## src/rtl/mnist_nn_loader.sv

```systemverilog
// Host-side load/run sequencer in front of mnist_nn: streams 1-bit data into the W/X banks, then hands the memories to compute.
// Optional MNIST_LOADER_CHECKSUM_EN adds chk_count, a saturating count of 1-bits written since the last accepted command.
`timescale 1ns/1ps
module mnist_nn_loader #(
  parameter int W_ADDR_LEN = 20,
  parameter int X_ADDR_LEN = 10,
  parameter int W_SEL_LEN  = 2,
  parameter int X_SEL_LEN  = 2
) (
  input  logic                  clk,
  input  logic                  rst,
  input  logic                  cmd_valid,
  output logic                  cmd_ready,
  input  logic                  cmd_target,
  input  logic [1:0]            cmd_sel,
  input  logic [W_ADDR_LEN:0]   cmd_len,
  input  logic                  in_valid,
  output logic                  in_ready,
  input  logic                  in_bit,
  input  logic                  run,
  input  logic                  compute_finish,
  output logic                  load_compute_ctrl,
  output logic                  en_compute,
  output logic                  w_wq_oc,
  output logic                  x_wq_oc,
  output logic [W_ADDR_LEN-1:0] w_addr_oc,
  output logic [X_ADDR_LEN-1:0] x_addr_oc,
  output logic                  wx_write_oc,
  output logic [W_SEL_LEN-1:0]  w_sel_oc,
  output logic [X_SEL_LEN-1:0]  x_sel_oc,
  output logic                  busy,
  output logic                  done,
  output logic                  err
`ifdef MNIST_LOADER_CHECKSUM_EN
  ,
  output logic [W_ADDR_LEN:0]   chk_count
`endif
);

  localparam logic [W_ADDR_LEN:0] X_MAX_LEN = (W_ADDR_LEN+1)'(1) << X_ADDR_LEN;

  typedef enum logic [1:0] {S_IDLE, S_LOAD, S_RUN} state_t;

  state_t state_q, state_d;

  logic                  cmd_acc_p0, cmd_rej_p0, run_acc_p0, run_done_p0, bit_acc_p0;
  logic                  tgt_q;
  logic [1:0]            sel_q;
  logic [W_ADDR_LEN:0]   rem_q;
  logic [W_ADDR_LEN-1:0] addr_q;

`ifdef MNIST_LOADER_CHECKSUM_EN
  function automatic logic [W_ADDR_LEN:0] sat_inc(input logic [W_ADDR_LEN:0] v);
    return (&v) ? v : v + (W_ADDR_LEN+1)'(1);
  endfunction
`endif

  always_comb begin
    state_d     = state_q;
    cmd_acc_p0  = 1'b0;
    cmd_rej_p0  = 1'b0;
    run_acc_p0  = 1'b0;
    run_done_p0 = 1'b0;
    bit_acc_p0  = 1'b0;
    case (state_q)
      S_IDLE: begin
        // A command in the same cycle as run takes priority.
        if (cmd_ready && cmd_valid) begin
          if (cmd_target && (cmd_len > X_MAX_LEN)) begin
            cmd_rej_p0 = 1'b1;
          end else begin
            cmd_acc_p0 = 1'b1;
            if (cmd_len != '0) state_d = S_LOAD;
          end
        end else if (cmd_ready && run) begin
          run_acc_p0 = 1'b1;
          state_d    = S_RUN;
        end
      end
      S_LOAD: begin
        if (in_valid && in_ready) begin
          bit_acc_p0 = 1'b1;
          // The all-ones address check stops an oversize W load before the counter wraps.
          if ((rem_q == (W_ADDR_LEN+1)'(1)) || (!tgt_q && (&addr_q))) state_d = S_IDLE;
        end
      end
      S_RUN: begin
        if (compute_finish) begin
          run_done_p0 = 1'b1;
          state_d     = S_IDLE;
        end
      end
      default: state_d = S_IDLE;
    endcase
  end

  // p0 -> p1: control state and registered memory port
  always_ff @(posedge clk or negedge rst) begin
    if (!rst) begin
      state_q           <= S_IDLE;
      cmd_ready         <= 1'b0;
      in_ready          <= 1'b0;
      busy              <= 1'b0;
      en_compute        <= 1'b0;
      load_compute_ctrl <= 1'b1;
      done              <= 1'b0;
      err               <= 1'b0;
      w_wq_oc           <= 1'b0;
      x_wq_oc           <= 1'b0;
      w_addr_oc         <= '0;
      x_addr_oc         <= '0;
      wx_write_oc       <= 1'b0;
      w_sel_oc          <= '0;
      x_sel_oc          <= '0;
    end else begin
      state_q           <= state_d;
      cmd_ready         <= (state_d == S_IDLE);
      in_ready          <= (state_d == S_LOAD);
      busy              <= (state_d != S_IDLE);
      en_compute        <= (state_d == S_RUN);
      load_compute_ctrl <= (state_d != S_RUN);
      w_wq_oc           <= bit_acc_p0 && !tgt_q;
      x_wq_oc           <= bit_acc_p0 && tgt_q;
      if (cmd_rej_p0)      err <= 1'b1;
      else if (cmd_acc_p0) err <= 1'b0;
      if (run_done_p0)                   done <= 1'b1;
      else if (cmd_acc_p0 || run_acc_p0) done <= 1'b0;
      if (bit_acc_p0) begin
        wx_write_oc <= in_bit;
        if (tgt_q) begin
          x_addr_oc <= addr_q[X_ADDR_LEN-1:0];
          x_sel_oc  <= X_SEL_LEN'(sel_q);
        end else begin
          w_addr_oc <= addr_q;
          w_sel_oc  <= W_SEL_LEN'(sel_q);
        end
      end
    end
  end

  // p0: latched command and address/remaining counters
  always_ff @(posedge clk) begin
    if (cmd_acc_p0) begin
      tgt_q  <= cmd_target;
      sel_q  <= cmd_sel;
      rem_q  <= cmd_len;
      addr_q <= '0;
    end else if (bit_acc_p0) begin
      rem_q  <= rem_q - (W_ADDR_LEN+1)'(1);
      addr_q <= addr_q + W_ADDR_LEN'(1);
    end
  end

`ifdef MNIST_LOADER_CHECKSUM_EN
  always_ff @(posedge clk or negedge rst) begin
    if (!rst)                      chk_count <= '0;
    else if (cmd_acc_p0)           chk_count <= '0;
    else if (bit_acc_p0 && in_bit) chk_count <= sat_inc(chk_count);
  end
`endif

endmodule
```

## config.mk

```make
export PLATFORM = sky130hd
export DESIGN_NAME = mnist_nn_loader
export DESIGN_NICKNAME = d
export VERILOG_FILES = /design/src/rtl/mnist_nn_loader.sv
export SDC_FILE = /design/constraint.sdc
export NUM_CORES = 1
export LEC_CHECK = 0
export ABC_AREA = 1
export CORE_MARGIN = 3
export CORE_UTILIZATION = 53
export CTS_CLUSTER_DIAMETER = 150
export DETAILED_ROUTE_END_ITERATION = 10
export PLACE_DENSITY_LB_ADDON = 0.08
export SLEW_MARGIN = 20
export SYNTH_ARGS = -nofsm -noshare
export SYNTH_HDL_FRONTEND = slang
export SYNTH_SLANG_ARGS = --single-unit
```

## constraint.sdc

```tcl
create_clock -name clk -period 2.3 [get_ports clk]
set_input_delay 0.46 -clock clk [delete_from_list [all_inputs] [get_ports clk]]
set_output_delay 0.46 -clock clk [all_outputs]
set_load 0.02 [all_outputs]
```

Yosys cells after proc, flatten, opt, wreduce, memory -nomap -nowiden
Index checks and enable logic that the tools add are counted.
Operators by class
  add/sub/neg operators: 2
  multiply operators: 0
  divide/modulo/power cells: 0
  $lt $le $gt $ge: 1
  eq/ne operators: 6
  shifts and indexed selects: 0
  multiplexer cells: 27
  bitwise logic cells: 1
  reduce and logical (&&, ||, !) cells: 20
Operators by type and width (number)
  $mux W21: 2
  $eq A21 B1 Y1 const B: 1
  $gt A21 B11 Y1 const B: 1
  $reduce_bool A21 Y1: 1
  $sub A21 B1 Y21 const B: 1
  $add A20 B1 Y20 const B: 1
  $reduce_and A20 Y1: 1
  $mux W1: 17
  $mux W2: 7
  $reduce_bool A2 Y1: 4
  $logic_and A1 B1 Y1: 7
  $pmux W2 S3: 1
  $eq A2 B1 Y1 const B: 2
  $eq A2 B2 Y1 const B: 2
  $logic_not A2 Y1: 2
  $reduce_and A2 Y1: 2
  $logic_or A1 B1 Y1: 2
  $ne A2 B2 Y1 const B: 1
  $logic_not A1 Y1: 1
  $not A1 Y1: 1
Storage, ports and cells
  register bits after elaboration: 90
  bits in latches: 0
  memory bits (writable): 0
  memory bits (read-only): 0
  bits of input ports: 31
  word-level logic and storage cells: 76
  memories kept: 0

Logic depth before layout (Yosys ltp)
Gate-level depths: netlist (run 1).
  word-level depth: 8
  gate-level depth with buffers: 11
  gate-level depth less buffers: 11

Least setup slack after synthesis (run 1)
OpenSTA, ideal clock, no wires.
  path kind: input to register
  from: in cmd_len[4]
  to: reg rem_q[0] (enable)
  library setup time: 378 ps
  arrival: 1636 ps
  slack: 286 ps
  stages: 8
  buffers on the path: 1
  cell sequence: nor2_1 > nand2_1 > nor2_1 > nand3_1 > nand3_1 > nand2_1 > buf_2 > nand2_1
On the way
  cells in the longest elaborated chain, start to end: 6
RTL lines
  from (decl): RTL line 16  | input logic [W_ADDR_LEN:0] cmd_len,
  $gt A21 B11 Y1: RTL line 69  | if (cmd_target && (cmd_len > X_MAX_LEN)) begin
  $logic_and A1 B1 Y1: RTL line 69
  $mux W1: RTL line 69
  $mux W1: RTL line 68  | if (cmd_ready && cmd_valid) begin
  $mux W1: RTL line 65  | case (state_q)
  $reduce_bool A2 Y1 (no source line)
  to (signal assigned): RTL line 146  | rem_q <= cmd_len;
  to (signal assigned): RTL line 149  | rem_q <= rem_q - (W_ADDR_LEN+1)'(1);
  to (decl): RTL line 49  | logic [W_ADDR_LEN:0] rem_q;
Every way passes these cells.
A chain may end at the register's enable or synchronous reset.

Final worst setup path (run 1)
  from: reg load_compute_ctrl
  to: out load_compute_ctrl
RTL lines
  from (decl): RTL line 22  | output logic load_compute_ctrl,
  from (signal assigned): RTL line 121  | load_compute_ctrl <= (state_d != S_RUN);
No word-level cell between the ends.

==> metrics.txt, run 1 <==
# TYPE chip_impl_metric gauge
chip_impl_info{name="synth_top_flop_cell",value="sky130_fd_sc_hd__dfrtp_1"} 1
chip_impl_metric{name="routed_wl",unit="mm"} 9.522
chip_impl_metric{name="max_cap_violations",unit=""} 0
chip_impl_metric{name="clock_power_share",unit="%"} 21.0
chip_impl_metric{name="number_of_buffers_created_by_cts",unit=""} 9
chip_impl_metric{name="top_level_ports",unit=""} 75
chip_impl_metric{name="met2_length",unit="mm"} 4.621
chip_impl_metric{name="synthesis.instances",unit=""} 542
chip_impl_metric{name="timing.max_slew.rel_slack",unit="%"} 47.45
chip_impl_info{name="timing.critical_path.from_type",value="flip-flop"} 1
chip_impl_metric{name="clock_tree.htree_level_count",unit=""} 3
chip_impl_metric{name="post_synthesis_net_count",unit=""} 576
chip_impl_metric{name="die_height",unit="um"} 97.02
chip_impl_metric{name="fp-row-count",unit=""} 32
chip_impl_metric{name="worst_setup_slack_after_placement",unit="ns"} 0.03282
chip_impl_metric{name="synthDistinctLibCells",unit=""} 32
chip_impl_metric{name="async_flop_share",unit="%"} 51.11
chip_impl_metric{name="synthXorXnorAreaFrac",unit="%"} 5.586
chip_impl_metric{name="post_synth_edffs",unit=""} 24
chip_impl_metric{name="final-setup-viol-count",unit=""} 0
chip_impl_metric{name="met3_length",unit="um"} 527
chip_impl_metric{name="post-route-drc-count",unit=""} 0
chip_impl_metric{name="die_width",unit="um"} 97.02
chip_impl_metric{name="cts_resized",unit=""} 0
chip_impl_info{name="highest_layer_used_for_signal_routing",value="met4"} 1
chip_impl_info{name="timing_worst_setup_path_type",value="flip-flop to output port"} 1
chip_impl_metric{name="detail_route.iter0.violations",unit=""} 223
chip_impl_info{name="largest_family_of_logic_cells_by_synthesized_area",value="simple AND/OR/NAND/NOR gates"} 1
chip_impl_metric{name="port-buffer-count",unit=""} 74
chip_impl_metric{name="finalHoldViolCount",unit=""} 0
chip_impl_metric{name="synth.yosys.warnings",unit=""} 0
chip_impl_metric{name="grt_pass1_vias",unit=""} 3618
chip_impl_metric{name="clkTransAtPathRegs",unit="ns"} 0.09
chip_impl_metric{name="yosys_register_bits",unit=""} 90
chip_impl_metric{name="mean_area_per_synthesized_cell",unit="um2"} 8.100
chip_impl_metric{name="post-route-period-util",unit="%"} 83.42
chip_impl_metric{name="seq_area_frac_synth",unit="%"} 51.78
chip_impl_metric{name="wl_met1",unit="mm"} 4.295
chip_impl_metric{name="critical_path_arrival",unit="ns"} 1.46
chip_impl_metric{name="seq_area",unit="um2"} 2273
chip_impl_metric{name="clk_path_buf_depth",unit=""} 2
chip_impl_info{name="post_synth_top_area_cell",value="sky130_fd_sc_hd__dfrtp_1"} 1
chip_impl_metric{name="leak_pwr",unit="uW"} 0.002436
chip_impl_metric{name="filler_cell_count",unit=""} 654
chip_impl_metric{name="starting_density",unit="%"} 55.66
chip_impl_metric{name="tritoncts_num_sinks",unit=""} 90
chip_impl_metric{name="antenna_violations_before_repair",unit=""} 0
chip_impl_metric{name="tns",unit="ns"} 0
chip_impl_metric{name="internal_power_of_the_cells",unit="uW"} 3476
chip_impl_metric{name="netlist.area_leader.share",unit="%"} 25.65
chip_impl_metric{name="core",unit="um2"} 7888
chip_impl_metric{name="detail_route.vias_per_cell",unit=""} 5.052
chip_impl_info{name="cts_tree",value="built"} 1
chip_impl_metric{name="power.ir.vdd_worst",unit="V"} 0.0005925
chip_impl_metric{name="num-nets-final",unit=""} 660
chip_impl_info{name="timing.critical_path.max_delay_family",value="buffers and inverters"} 1
chip_impl_metric{name="drv_slew",unit=""} 0
chip_impl_metric{name="placed_cell_area",unit="um2"} 5279
chip_impl_metric{name="grt_usage",unit="%"} 20.74
chip_impl_metric{name="finalCriticalPeriod",unit="ns"} 1.919
chip_impl_info{name="synth.most_common_cell",value="sky130_fd_sc_hd__nand2_1"} 1
chip_impl_metric{name="grt_start_max_net_pins",unit=""} 47
chip_impl_metric{name="final_layout_size_suffix_gt1_share",unit="%"} 7.290
chip_impl_metric{name="cp_num_buf_inv",unit=""} 1
chip_impl_metric{name="cts_post_setup_buffers_inserted",unit=""} 0
chip_impl_info{name="post_synth_main_area_contributors",value="sky130_fd_sc_hd__dfrtp_1 26%, sky130_fd_sc_hd__edfxtp_1 16%, sky130_fd_sc_hd__nand2_1 16%"} 1
chip_impl_info{name="timing.critical_path.slowest_stage_cell",value="sky130_fd_sc_hd__clkdlybuf4s50_1"} 1
chip_impl_metric{name="synth_simple_gate_area_share",unit="%"} 29.67
chip_impl_metric{name="fin_hold_ws",unit="ns"} 0.1760
chip_impl_metric{name="globalplace.congestion",unit=""} 0.8875
chip_impl_metric{name="achievable-frequency",unit="MHz"} 521.2
chip_impl_metric{name="power_frac_seq",unit="%"} 44.3
chip_impl_metric{name="first_pass_iters",unit=""} 5
chip_impl_metric{name="antenna_violating_nets_post_route",unit=""} 0
chip_impl_metric{name="detailed_place_hpwl",unit="mm"} 7.292
chip_impl_metric{name="syn2layout_area_growth",unit="%"} 25.02
chip_impl_info{name="post_synth_most_frequent_cells",value="188 x sky130_fd_sc_hd__nand2_1, 72 x sky130_fd_sc_hd__nor2_1, 52 x sky130_fd_sc_hd__inv_1"} 1
chip_impl_metric{name="post_drt_wl_per_cell",unit="um"} 12.99
chip_impl_metric{name="pwr_density_cell",unit="nW/um2"} 978.7
chip_impl_metric{name="muxShareOfSynthArea",unit="%"} 0
chip_impl_metric{name="wire_length_of_the_first_global_routing_pass",unit="mm"} 16.16
chip_impl_metric{name="p_total",unit="uW"} 5372
chip_impl_metric{name="worst-endpoint-required",unit="ns"} 1.84
chip_impl_info{name="status",value="completed"} 1
chip_impl_metric{name="power.combinational.fraction",unit="%"} 34.7
chip_impl_metric{name="clock_latency",unit="ns"} 0.35
chip_impl_metric{name="worst_slew_pin_tran",unit="ns"} 0.7863
chip_impl_metric{name="multi_input_comb_area",unit="um2"} 1821
chip_impl_info{name="rsz0062_at_grt",value="false"} 1
chip_impl_metric{name="holdBufCountCts",unit=""} 0
chip_impl_metric{name="finish.instance_area",unit="um2"} 5489
chip_impl_metric{name="globalRouteOverflowTotal",unit=""} 0
chip_impl_metric{name="final.setup.worst_slack",unit="ns"} 0.3813
chip_impl_info{name="crit_path_cell_trace",value="clkdlybuf4s50_1"} 1
chip_impl_metric{name="num_antenna_cells",unit=""} 0
chip_impl_metric{name="fp.dieArea",unit="um2"} 9412
chip_impl_info{name="holdCritPathClass",value="primary input to asynchronous set/reset pin"} 1
chip_impl_info{name="cts.root.buffer_cell",value="sky130_fd_sc_hd__clkbuf_8"} 1
chip_impl_metric{name="critical_path.max_stage_delay",unit="ns"} 0.59
chip_impl_metric{name="switching_share",unit="%"} 35.29
chip_impl_metric{name="cp_max_fo",unit=""} 1
chip_impl_metric{name="synth.cell_area",unit="um2"} 4390
chip_impl_metric{name="vias",unit=""} 3703
chip_impl_metric{name="synth-compound-area-share",unit="%"} 5.358
chip_impl_metric{name="fin_worst_skew",unit="ns"} 0.009664
chip_impl_metric{name="power_switching",unit="uW"} 1896
chip_impl_info{name="end_kind",value="output port"} 1
chip_impl_metric{name="post_synth_fa_ha_maj_area_fraction",unit="%"} 0.8549
power groups by stage:
stage | Clock, uW | Sequential, uW | Combinational (uW)
floorplan | 0 | 2680 | 753
global placement | 0 | 2400 | 1840
detailed placement | 0 | 2410 | 1880
CTS | 1150 | 2380 | 1880
global route | 1220 | 2430 | 2050
finish | 1130 | 2380 | 1860
logic make-up (layout without fill, tap and decap cells):
| group | Yosys count | after routing |
|---|---|---|
| AND/OR/NAND/NOR | 307 | 307 |
| flip-flops | 90 | 90 |
| buffers and inverters | 68 | 157 |
| adder cells (fa/ha/maj) | 3 | 3 |
| AO/OA/AOI/OAI | 46 | 46 |
| XOR/XNOR | 28 | 28 |
routing by layer:
| layer | GRT usage [%] | up-vias |
|---|---|---|
| li1 | - | 1868 |
| met1 | 27.05 | 1726 |
| met2 | 35.40 | 100 |
| met3 | 4.398 | 9 |
| met4 | 4.968 | 0 |
| met5 | 0 | - |
worst reg2reg max path, stage by stage (launching register included):
cell	delay, ns
sky130_fd_sc_hd__edfxtp_1	0.42
sky130_fd_sc_hd__inv_1	0.17
sky130_fd_sc_hd__ha_1	0.24
sky130_fd_sc_hd__nand2_1	0.14
sky130_fd_sc_hd__nor2_2	0.20
sky130_fd_sc_hd__nand2_1	0.12
sky130_fd_sc_hd__o21ai_0	0.18
sky130_fd_sc_hd__nand2_1	0.08
sky130_fd_sc_hd__nand2_1	0.07
sky130_fd_sc_hd__nand2_1	0.05
per-stage QoR:
step	utilization (%)	instances
2_1_floorplan	-	542
3_3_place_gp	66.93	717
3_5_place_dp	66.93	717
4_1_cts	69.59	733
5_1_grt	69.59	733
6_report	69.59	733
path summary, 6_finish.rpt:
path / end / depth (start not counted) / startpoint / slack (ns)
min: w_addr_oc[6] / 2 / rst / 0.18
min reg2reg: w_addr_oc[14] / 2 / w_addr_oc[14] / 0.49
min in group clk: w_addr_oc[14] / 2 / w_addr_oc[14] / 0.49
max: load_compute_ctrl / 1 / load_compute_ctrl / 0.38
max in group asynchronous: load_compute_ctrl / 2 / rst / 1.73
max reg2reg: rem_q[20] / 9 / rem_q[0] / 0.40
layout make-up:
class,count,area share (%)
multi-input combinational,384,33.17
clock inverter,6,1.322
sequential,90,41.42
timing repair buffer,86,15.50
tap,102,2.325
inverter,55,3.761
clock buffer,10,2.507
registers in the layout, indices dropped and copies added (netlist names), 2 cells and up:
name       count
state_q        2
addr_q        20
w_sel_oc       2
sel_q          2
rem_q         21
w_addr_oc     20
x_sel_oc       2
x_addr_oc     10
cells in the final DEF (no fill, tap or decap), types with 3 or more instances in the layout:
cell type / instances
sky130_fd_sc_hd__nand2_1: 188
sky130_fd_sc_hd__clkdlybuf4s50_1: 73
sky130_fd_sc_hd__nor2_1: 72
sky130_fd_sc_hd__inv_1: 52
sky130_fd_sc_hd__dfrtp_1: 45
sky130_fd_sc_hd__o21ai_0: 39
sky130_fd_sc_hd__edfxtp_1: 24
sky130_fd_sc_hd__xor2_1: 23
sky130_fd_sc_hd__nand3_1: 21
sky130_fd_sc_hd__dfxtp_1: 20
sky130_fd_sc_hd__clkbuf_8: 10
sky130_fd_sc_hd__buf_4: 10
sky130_fd_sc_hd__nor3_1: 6
sky130_fd_sc_hd__nand4_1: 5
sky130_fd_sc_hd__xnor2_1: 5
sky130_fd_sc_hd__nor2_2: 4
sky130_fd_sc_hd__a21oi_1: 4
sky130_fd_sc_hd__inv_2: 3
sky130_fd_sc_hd__ha_1: 3
Note: power is estimated with default switching activity, not from simulation.
==> run 2, diff against run 1 <==
Clock period 2.3 ns to 1.8 ns, I/O delays scaled along.
==> run 2 against run 1 <==
  * Register-to-register slack got worse by 0.25 ns
  * Critical endpoint is now cmd_ready
  * Non-clock buffer count rose by 22
  * Sequential share of layout area fell by 1.8 points
==> metrics.txt, run 2 (synthesis gave the netlist of run 1 again) <==
# TYPE chip_impl_metric gauge
chip_impl_metric{name="starting_density",unit="%"} 55.66
chip_impl_metric{name="critical_path.max_stage_delay",unit="ns"} 0.62
chip_impl_metric{name="dp_cells",unit=""} 738
chip_impl_metric{name="post-route-drc-count",unit=""} 0
chip_impl_metric{name="finalHoldViolCount",unit=""} 0
chip_impl_metric{name="num-nets-final",unit=""} 682
chip_impl_info{name="mostFrequentLayoutCells",value="184 x sky130_fd_sc_hd__nand2_1, 71 x sky130_fd_sc_hd__clkdlybuf4s50_1, 63 x sky130_fd_sc_hd__nor2_1"} 1
chip_impl_metric{name="post_drt_wl_per_cell",unit="um"} 13.06
chip_impl_metric{name="detailed_place_hpwl",unit="mm"} 7.564
chip_impl_metric{name="critical_path_arrival",unit="ns"} 1.36
chip_impl_metric{name="detail_route.vias_per_cell",unit=""} 5.016
chip_impl_info{name="regMostFlops",value="rem_q"} 1
chip_impl_metric{name="detail_route.iter0.violations",unit=""} 134
chip_impl_info{name="timing.critical_path.slowest_stage_cell",value="sky130_fd_sc_hd__clkdlybuf4s50_1"} 1
chip_impl_metric{name="finalCriticalPeriod",unit="ns"} 1.725
chip_impl_metric{name="grt_usage",unit="%"} 21.77
chip_impl_metric{name="cp_max_fo",unit=""} 3
chip_impl_info{name="cts.root.buffer_cell",value="sky130_fd_sc_hd__clkbuf_8"} 1
chip_impl_metric{name="clock_latency",unit="ns"} 0.36
chip_impl_info{name="layout_commonest_cell",value="sky130_fd_sc_hd__nand2_1"} 1
chip_impl_metric{name="leak_pwr",unit="uW"} 0.002546
chip_impl_info{name="holdCritPathClass",value="primary input to flip-flop"} 1
chip_impl_metric{name="post-route-period-util",unit="%"} 95.81
chip_impl_metric{name="finish.utilization",unit="%"} 72.76
chip_impl_metric{name="wire_length_of_the_first_global_routing_pass",unit="mm"} 16.76
chip_impl_metric{name="flip_flop_count_of_the_largest_register_all_copies_and_words_added",unit=""} 21
chip_impl_metric{name="clk_path_buf_depth",unit=""} 2
chip_impl_info{name="cts_tree",value="built"} 1
chip_impl_metric{name="clock_tree.htree_level_count",unit=""} 3
chip_impl_info{name="end_kind",value="output port"} 1
chip_impl_metric{name="post_layout_nonfiller_instances",unit=""} 755
chip_impl_metric{name="max_cap_violations",unit=""} 0
chip_impl_metric{name="final-setup-viol-count",unit=""} 0
chip_impl_metric{name="first_pass_iters",unit=""} 5
chip_impl_metric{name="min_delay_path_depth",unit=""} 3
chip_impl_metric{name="globalRouteOverflowTotal",unit=""} 0
chip_impl_metric{name="timing.critical_path.depth",unit=""} 1
chip_impl_info{name="crit_path_cell_trace",value="clkdlybuf4s50_1"} 1
chip_impl_metric{name="worst-endpoint-required",unit="ns"} 1.44
chip_impl_metric{name="antenna_violating_nets_post_route",unit=""} 0
chip_impl_metric{name="die_width",unit="um"} 97.02
chip_impl_metric{name="seq_area",unit="um2"} 2273
chip_impl_metric{name="die_height",unit="um"} 97.02
chip_impl_metric{name="antenna_violations_before_repair",unit=""} 0
chip_impl_metric{name="cp_num_buf_inv",unit=""} 1
chip_impl_metric{name="num_antenna_cells",unit=""} 0
chip_impl_metric{name="core",unit="um2"} 7888
chip_impl_metric{name="drv_slew",unit=""} 0
chip_impl_info{name="timing.critical_path.max_delay_family",value="buffers and inverters"} 1
chip_impl_metric{name="worst_slew_pin_tran",unit="ns"} 0.6108
chip_impl_info{name="timing.critical_path.from_type",value="flip-flop"} 1
chip_impl_metric{name="top_level_ports",unit=""} 75
chip_impl_metric{name="number_of_buffers_created_by_cts",unit=""} 9
chip_impl_metric{name="timing.max_slew.rel_slack",unit="%"} 59.22
chip_impl_info{name="largestRegisters",value="rem_q (21), addr_q (20), w_addr_oc (20)"} 1
chip_impl_metric{name="pwr_density_cell",unit="nW/um2"} 1213
chip_impl_metric{name="tritoncts_num_sinks",unit=""} 90
chip_impl_metric{name="globalplace.congestion",unit=""} 0.8800
chip_impl_metric{name="achievable-frequency",unit="MHz"} 579.8
chip_impl_metric{name="fp-row-count",unit=""} 32
chip_impl_metric{name="grt_start_max_net_pins",unit=""} 45
chip_impl_info{name="status",value="completed"} 1
chip_impl_metric{name="vias",unit=""} 3787
chip_impl_metric{name="tns",unit="ns"} 0
chip_impl_info{name="timing_worst_setup_path_type",value="flip-flop to output port"} 1
chip_impl_metric{name="multi_input_comb_area",unit="um2"} 1866
chip_impl_metric{name="port-buffer-count",unit=""} 74
chip_impl_metric{name="clkTransAtPathRegs",unit="ns"} 0.09
chip_impl_metric{name="syn2layout_area_growth",unit="%"} 30.72
chip_impl_metric{name="fin_worst_skew",unit="ns"} 0.01255
chip_impl_metric{name="grt_pass1_vias",unit=""} 3748
chip_impl_metric{name="routed_wl",unit="mm"} 9.859
chip_impl_metric{name="ff2ff_path_depth",unit=""} 9
chip_impl_metric{name="filler_cell_count",unit=""} 630
chip_impl_metric{name="fp.dieArea",unit="um2"} 9412
chip_impl_metric{name="power.ir.vdd_worst",unit="V"} 0.0008169
chip_impl_metric{name="final_layout_size_suffix_gt1_share",unit="%"} 12.40
## run 2: cell types whose count changed in the layout (fill, tap and decap cells not counted), moves of 2 or more
cell	delta
sky130_fd_sc_hd__nand2_2	+4
sky130_fd_sc_hd__nand2_1	-4
sky130_fd_sc_hd__nor2_2	+8
sky130_fd_sc_hd__clkdlybuf4s50_1	-2
sky130_fd_sc_hd__buf_4	+16
sky130_fd_sc_hd__nor2_1	-9
sky130_fd_sc_hd__buf_12	+4
sky130_fd_sc_hd__clkbuf_1	+2
## run 2: path summary, 6_finish.rpt
kind / from / endpoint / slack (ns)
setup / recovery: cmd_ready / cmd_ready / 0.08
hold / removal: cmd_len[12] / rem_q[12] / 0.35
setup reg to reg: rem_q[1] / rem_q[20] / 0.15
hold reg to reg: addr_q[0] / addr_q[0] / 0.49
max in group asynchronous: rst / load_compute_ctrl / 0.74
min in group asynchronous: rst / x_sel_oc[1] / 0.48
## run 2: stage by stage
step                worst slack, ns  hold slack [ns]  area, um2  power [uW]
detailed placement          -0.3927           0.3409       5489        5622
finish                      0.07540           0.3464       5739        6960
global placement            -0.2984           0.3355       5489        5532
CTS                         0.04549           0.4871       5695        6998
floorplan                   0.07033          0.06441       4393        4388
global route              -0.005001           0.3747       5739        7393
## run 2: power by group
part	switching (uW)	internal, uW
Combinational	1390	1160
Sequential	343	2700
Clock	720	652
## run 2: repair_timing
action / CTS / global route
resized for setup: 3 / 17
endpoints found under the hold margin: 19 / 0
setup buffers: 0 / 0
setup endpoints to repair: 9 / 56
pin swaps: 0 / 1
hold buffers: 1 / 0
## run 2: area by class of cell
class,count,area share [%]
Timing Repair Buffer,108,18.71
Clock inverter,5,1.068
Inverter,55,3.597
Multi-Input combinational cell,384,32.50
Tap cell,102,2.224
Clock buffer,11,2.289
Sequential cell,90,39.61
## run 2: routing by layer
metal	global-route usage, %	routed length [um]	up-vias
met3	4.254	542	20
met5	0	0	-
met1	27.48	4376	1752
li1	-	-	1912
met4	8.963	198	0
met2	36.62	4741	103
